[src/rtl/uart_rx.sv]
`default_nettype none
// ============================================================================
// Module      : uart_rx
// Description : 8N1 UART receiver with a first-word-fall-through receive
//               FIFO and sticky frame/overrun error flags.
//   Ports:
//     clk        rising-edge clock for all state
//     rst_n      asynchronous active-low reset
//     rx         serial line, idle high, LSB first
//     rd_en      pop request from the host
//     dout       FIFO head byte; last popped value (or 0) when empty
//     rd_rdy     FIFO non-empty
//     frame_err  sticky stop-bit error flag
//     overrun    sticky FIFO-full drop flag
//     clr_err    clears frame_err and overrun
// Revision    : 1.0 - initial release
// ============================================================================
module uart_rx #(
    parameter int CLKS_PER_BIT = 16,
    parameter int FIFO_DEPTH   = 4
) (
    input  logic       clk,
    input  logic       rst_n,
    input  logic       rx,
    input  logic       rd_en,
    output logic [7:0] dout,
    output logic       rd_rdy,
    output logic       frame_err,
    output logic       overrun,
    input  logic       clr_err
);

    localparam int c_tmr_w  = (CLKS_PER_BIT > 1) ? $clog2(CLKS_PER_BIT) : 1;
    localparam int c_ptr_w  = (FIFO_DEPTH > 1) ? $clog2(FIFO_DEPTH) : 1;
    localparam int c_occ_w  = c_ptr_w + 1;
    localparam logic [c_tmr_w-1:0] c_half_tc = c_tmr_w'(CLKS_PER_BIT / 2 - 1);
    localparam logic [c_tmr_w-1:0] c_bit_tc  = c_tmr_w'(CLKS_PER_BIT - 1);
    localparam logic [c_occ_w-1:0] c_full    = c_occ_w'(FIFO_DEPTH);

    typedef enum logic [2:0] {
        S_IDLE    = 3'd0,
        S_START   = 3'd1,
        S_DATA    = 3'd2,
        S_STOP    = 3'd3,
        S_WAIT_HI = 3'd4
    } state_t;

    // ------------------------------------------------------------------
    // Input synchronizer (resets to the idle line level)
    // ------------------------------------------------------------------
    logic [1:0] r_sync;
    logic       w_rxs;

    always_ff @(posedge clk or negedge rst_n) begin
        if (!rst_n) r_sync <= 2'b11;
        else        r_sync <= {r_sync[0], rx};
    end
    assign w_rxs = r_sync[1];

    // ------------------------------------------------------------------
    // Receive FSM
    // ------------------------------------------------------------------
    state_t             r_state, w_state_nxt;
    logic [c_tmr_w-1:0] r_timer, w_timer_nxt;
    logic [2:0]         r_bit_idx, w_bit_idx_nxt;
    logic [7:0]         r_shift, w_shift_nxt;
    logic               w_push_req;
    logic               w_stop_bad;

    always_ff @(posedge clk or negedge rst_n) begin
        if (!rst_n) begin
            r_state   <= S_IDLE;
            r_timer   <= '0;
            r_bit_idx <= '0;
            r_shift   <= '0;
        end else begin
            r_state   <= w_state_nxt;
            r_timer   <= w_timer_nxt;
            r_bit_idx <= w_bit_idx_nxt;
            r_shift   <= w_shift_nxt;
        end
    end

    // The timer counts from 0 in the first cycle after a state entry or a
    // sample, so the first sample lands at half a bit and every later one a
    // full bit after the previous. It is reset on every sample, so it never
    // runs past CLKS_PER_BIT-1.
    always_comb begin
        w_state_nxt   = r_state;
        w_timer_nxt   = r_timer + 1'b1;
        w_bit_idx_nxt = r_bit_idx;
        w_shift_nxt   = r_shift;
        w_push_req    = 1'b0;
        w_stop_bad    = 1'b0;
        case (r_state)
            S_IDLE: begin
                w_timer_nxt = '0;
                if (!w_rxs) w_state_nxt = S_START;
            end
            S_START: begin
                if (r_timer == c_half_tc) begin
                    w_timer_nxt   = '0;
                    w_bit_idx_nxt = '0;
                    // A line back high by mid-start-bit is treated as noise.
                    w_state_nxt   = w_rxs ? S_IDLE : S_DATA;
                end
            end
            S_DATA: begin
                if (r_timer == c_bit_tc) begin
                    w_timer_nxt   = '0;
                    w_shift_nxt   = {w_rxs, r_shift[7:1]};
                    w_bit_idx_nxt = r_bit_idx + 1'b1;
                    if (r_bit_idx == 3'd7) w_state_nxt = S_STOP;
                end
            end
            S_STOP: begin
                if (r_timer == c_bit_tc) begin
                    w_timer_nxt = '0;
                    if (w_rxs) begin
                        w_push_req  = 1'b1;
                        w_state_nxt = S_IDLE;
                    end else begin
                        w_stop_bad  = 1'b1;
                        w_state_nxt = S_WAIT_HI;
                    end
                end
            end
            S_WAIT_HI: begin
                // Stay here while the line is held low (break) so a low
                // line is never mistaken for a new start bit.
                w_timer_nxt = '0;
                if (w_rxs) w_state_nxt = S_IDLE;
            end
            default: begin
                w_timer_nxt = '0;
                w_state_nxt = S_IDLE;
            end
        endcase
    end

    // ------------------------------------------------------------------
    // Receive FIFO (first-word-fall-through)
    // ------------------------------------------------------------------
    logic [7:0]         r_mem [FIFO_DEPTH];
    logic [c_ptr_w-1:0] r_wr_ptr, r_rd_ptr;
    logic [c_occ_w-1:0] r_count;
    logic [7:0]         r_last;
    logic               w_empty, w_full, w_pop, w_push, w_drop;

    assign w_empty = (r_count == '0);
    assign w_full  = (r_count == c_full);
    assign w_pop   = rd_en & ~w_empty;
    // A simultaneous pop frees the slot the push needs, so a full FIFO
    // still accepts the byte in that case.
    assign w_push  = w_push_req & (~w_full | w_pop);
    assign w_drop  = w_push_req & w_full & ~w_pop;

    always_ff @(posedge clk) begin
        if (w_push) r_mem[r_wr_ptr] <= r_shift;
    end

    always_ff @(posedge clk or negedge rst_n) begin
        if (!rst_n) begin
            r_wr_ptr <= '0;
            r_rd_ptr <= '0;
            r_count  <= '0;
            r_last   <= '0;
        end else begin
            if (w_push) r_wr_ptr <= r_wr_ptr + 1'b1;
            if (w_pop) begin
                r_rd_ptr <= r_rd_ptr + 1'b1;
                r_last   <= r_mem[r_rd_ptr];
            end
            case ({w_push, w_pop})
                2'b10:   r_count <= r_count + 1'b1;
                2'b01:   r_count <= r_count - 1'b1;
                default: r_count <= r_count;
            endcase
        end
    end

    assign dout   = w_empty ? r_last : r_mem[r_rd_ptr];
    assign rd_rdy = ~w_empty;

    // ------------------------------------------------------------------
    // Sticky error flags: a set event in the clearing cycle wins.
    // ------------------------------------------------------------------
    always_ff @(posedge clk or negedge rst_n) begin
        if (!rst_n) begin
            frame_err <= 1'b0;
            overrun   <= 1'b0;
        end else begin
            if (w_stop_bad)   frame_err <= 1'b1;
            else if (clr_err) frame_err <= 1'b0;
            if (w_drop)       overrun   <= 1'b1;
            else if (clr_err) overrun   <= 1'b0;
        end
    end

endmodule
`default_nettype wire
[config.mk]
export PLATFORM = sky130hd
export DESIGN_NAME = uart_rx
export DESIGN_NICKNAME = d
export VERILOG_FILES = /design/src/rtl/uart_rx.sv
export SDC_FILE = /design/constraint.sdc
export NUM_CORES = 1
export LEC_CHECK = 0
export ABC_CLOCK_PERIOD_IN_PS = 3700
export CAP_MARGIN = 5
export CORE_ASPECT_RATIO = 0.9
export CORE_MARGIN = 1.5
export CORE_UTILIZATION = 47
export CTS_CLUSTER_SIZE = 24
export DETAILED_ROUTE_END_ITERATION = 12
export PLACE_DENSITY = 0.75
export REMOVE_ABC_BUFFERS = 1
export SYNTH_ARGS = -nofsm -noshare
export SYNTH_HDL_FRONTEND = slang
export SYNTH_SLANG_ARGS = --single-unit
[constraint.sdc]
create_clock -name clk -period 3.7 [get_ports clk]
set_clock_uncertainty 0.05 [all_clocks]
set_input_delay 0.74 -clock clk [delete_from_list [all_inputs] [get_ports clk]]
set_output_delay 0.74 -clock clk [all_outputs]
set_load 0.005 [all_outputs]
==> results.sh <==
export IMPL_outcome="complete, no violations"
export IMPL_reg2reg_depth=8
export IMPL_max_cap_viol_count=0
export IMPL_fin_area_um2=3507
export IMPL_grt_max_degree=38
export IMPL_post_place_ws_ns=0.4518
export IMPL_r2r_slack_ns=1.05
export IMPL_hold_viol=0
export IMPL_gp_congestion=0.8584
export IMPL_reg2reg_to="r_count[2]"
export IMPL_ys_seq_area_share_pct=59.80
export IMPL_crit_fanout=10
export IMPL_drive_gt1_share_pct=15.07
export IMPL_grt_pass1_wl_mm=8.459
export IMPL_critPathKind="reg2out"
export IMPL_hold_path_end="r_sync[1]"
export IMPL_cts_tree="done"
export IMPL_final_cells=362
export IMPL_rsz0062_at_grt="false"
export IMPL_dpl_hpwl_mm=3.418
export IMPL_fill_cells=541
export IMPL_async_reset_ff_share_pct=53.62
export IMPL_syn_inst=252
export IMPL_arrival_ns=2.25
export IMPL_yosys_warnings=0
export IMPL_antenna_cells=0
export IMPL_fmax_mhz=329.2
export IMPL_fin_crit_sh_pct=82.09
export IMPL_via_per_inst=5.221
export IMPL_die_area_um2=7223
export IMPL_ir_drop_mv=0.2129
export IMPL_antenna_left=0
export IMPL_placed_area_um2=3324
export IMPL_synth_ff_latch_count=69
export IMPL_cts_root_buf="clkbuf_8"
export IMPL_power_leakage_nw=1.457
export IMPL_postSynthAreaPerCell_um2=12.54
export IMPL_cts_hold_buf=0
export IMPL_num_rows=28
export IMPL_post_cts_buffers=0
export IMPL_multi_input_area_um2=1145
export IMPL_timing_slew_headroom_pct=42.43
export IMPL_synth_edf_count=32
export IMPL_dp_cells=346
export IMPL_mostFrequentLayoutCells="nand2_1 (74), dfrtp_1 (35), edfxtp_1 (32)"
export IMPL_power_density_nw_per_um2=677.9
export IMPL_drcViolationCount=0
export IMPL_finalSetupTns_ns=0
export IMPL_htreeDepth=3
export IMPL_numCtsBuffers=9
export IMPL_clock_latency_ns=0.33
export IMPL_cts_resized=0
export IMPL_cts_buffer_depth=2
export IMPL_worst_setup_path_end_kind="output pin"
export IMPL_overflow=0
export IMPL_ys_types=56
export IMPL_die_h_um=80.78
export IMPL_fin_crit_ns=3.037
export IMPL_syn_area_um2=3159
export IMPL_clk_pin_slew_ns=0.07
export IMPL_route_vias_total=1890
export IMPL_core_um2=6551
export IMPL_drt_first_iter_violations=173
export IMPL_grt_pass1_vias=1753
export IMPL_total_power_w=0.002377
export IMPL_worst_slew_pin_slew_ns=0.8635
export IMPL_fin_nets=280
export IMPL_setup_viol=0
export IMPL_first_pass_iters=4
export IMPL_track_usage_pct=16.24
export IMPL_ioPinCount=16
export IMPL_area_growth_pct=11.01
export IMPL_cts_sinks=69
export IMPL_min_path_cells=0
export IMPL_min_path_type="reg2reg"
export IMPL_initial_core_util_pct=48.22
export IMPL_io_buffers=15
export IMPL_r2r_start="r_timer[0]"
export IMPL_setup_slack_ns=0.6626
export IMPL_routed_wl_mm=5.268
export IMPL_required_ns=2.91
export IMPL_regArea_um2=1889
export IMPL_slew_violations=0
export IMPL_antenna_found_initial=0
export IMPL_cp_start_kind="flip-flop"
export IMPL_final_common_cell="nand2_1"
export IMPL_ys_flop_type="dfrtp_1"
export IMPL_die_w_um=89.42
export IMPL_wl_per_cell_um=14.55
export IMPL_worstHoldStart="r_sync[0]"
power by group:
part           internal [W]  switching (W)  total (W)
clock network      0.000307       0.000263   0.000570
logic              0.000388       0.000329   0.000717
registers          0.000911       0.000179    0.00109
sequential cells by signal, summed over array words and instances (netlist names):
register   flops
r_wr_ptr       2
overrun        1
r_sync         2
frame_err      1
r_rd_ptr       2
r_count        3
r_timer        4
r_shift        8
r_bit_idx      3
r_state        3
r_last         8
r_mem         32
how the worst max path moves through the flow:
stage	from	endpoint	cells past startpoint
2_1_floorplan	r_timer[0]	r_count[2]	8
3_3_place_gp	rd_en	r_count[2]	8
3_5_place_dp	rd_en	r_count[2]	8
4_1_cts	r_rd_ptr[0]	dout[5]	4
5_1_grt	r_rd_ptr[0]	dout[5]	4
6_report	r_rd_ptr[0]	dout[5]	4
cell usage after synthesis, drive strengths merged (3+ instances only):
cell | count | share of area, %
nand4 | 4 | 1.3
buf | 9 | 2.7
a21oi | 5 | 0.79
dfrtp | 35 | 28
nand3 | 3 | 0.48
and2 | 4 | 0.79
xnor2 | 5 | 1.4
nand2 | 76 | 9.2
nor3 | 6 | 1.5
mux2 | 3 | 1.1
ha | 7 | 2.8
o21ai | 3 | 0.48
nor2 | 7 | 1.1
inv | 8 | 1.0
nand3b | 4 | 1.1
edfxtp | 32 | 30
mux4 | 8 | 5.7
routing by layer:
| metal | share of wire, % | global-route usage (%) |
|---|---|---|
| met5 | 0 | 0 |
| met4 | 1.8 | 10.31 |
| met3 | 4.4 | 3.659 |
| met2 | 47 | 24.81 |
| met1 | 47 | 20.96 |
final cells by class:
| type | count | share of cell area (%) |
|---|---|---|
| multi-input cells | 164 | 32.64 |
| repair buffers | 15 | 4.138 |
| clock buffers | 11 | 3.746 |
| well taps | 90 | 3.211 |
| flip-flops and latches | 69 | 53.87 |
| inverters | 8 | 0.9276 |
| clock inverters | 5 | 1.463 |
kinds of logic (layout without fill, tap and decap cells):
kind of cell,count (synthesis),after routing,synth area share [%]
adder cells (fa/ha/maj),8,8,3.406
multiplexers,13,13,7.406
AO/OA/AOI/OAI,22,22,5.743
XOR/XNOR,6,6,1.663
buffers and inverters,19,39,3.960
AND/OR/NAND/NOR,115,115,18.02
flip-flops,69,69,59.80
critical path, cell delays in order (launching register included):
cell and delay (ns):
dfrtp_1 0.71, mux4_2 0.61, nand2_1 0.09, nand2_1 0.05, clkdlybuf4s50_1 0.44
metrics by stage:
stage / utilization (%) / hold slack, ns
2_1_floorplan: - / 0.2952
3_3_place_gp: 50.74 / 0.2955
3_5_place_dp: 50.74 / 0.2972
4_1_cts: 53.53 / 0.3068
5_1_grt: 53.53 / 0.3120
6_report: 53.53 / 0.3060
No activity file was read; power rests on OpenSTA's default activity.
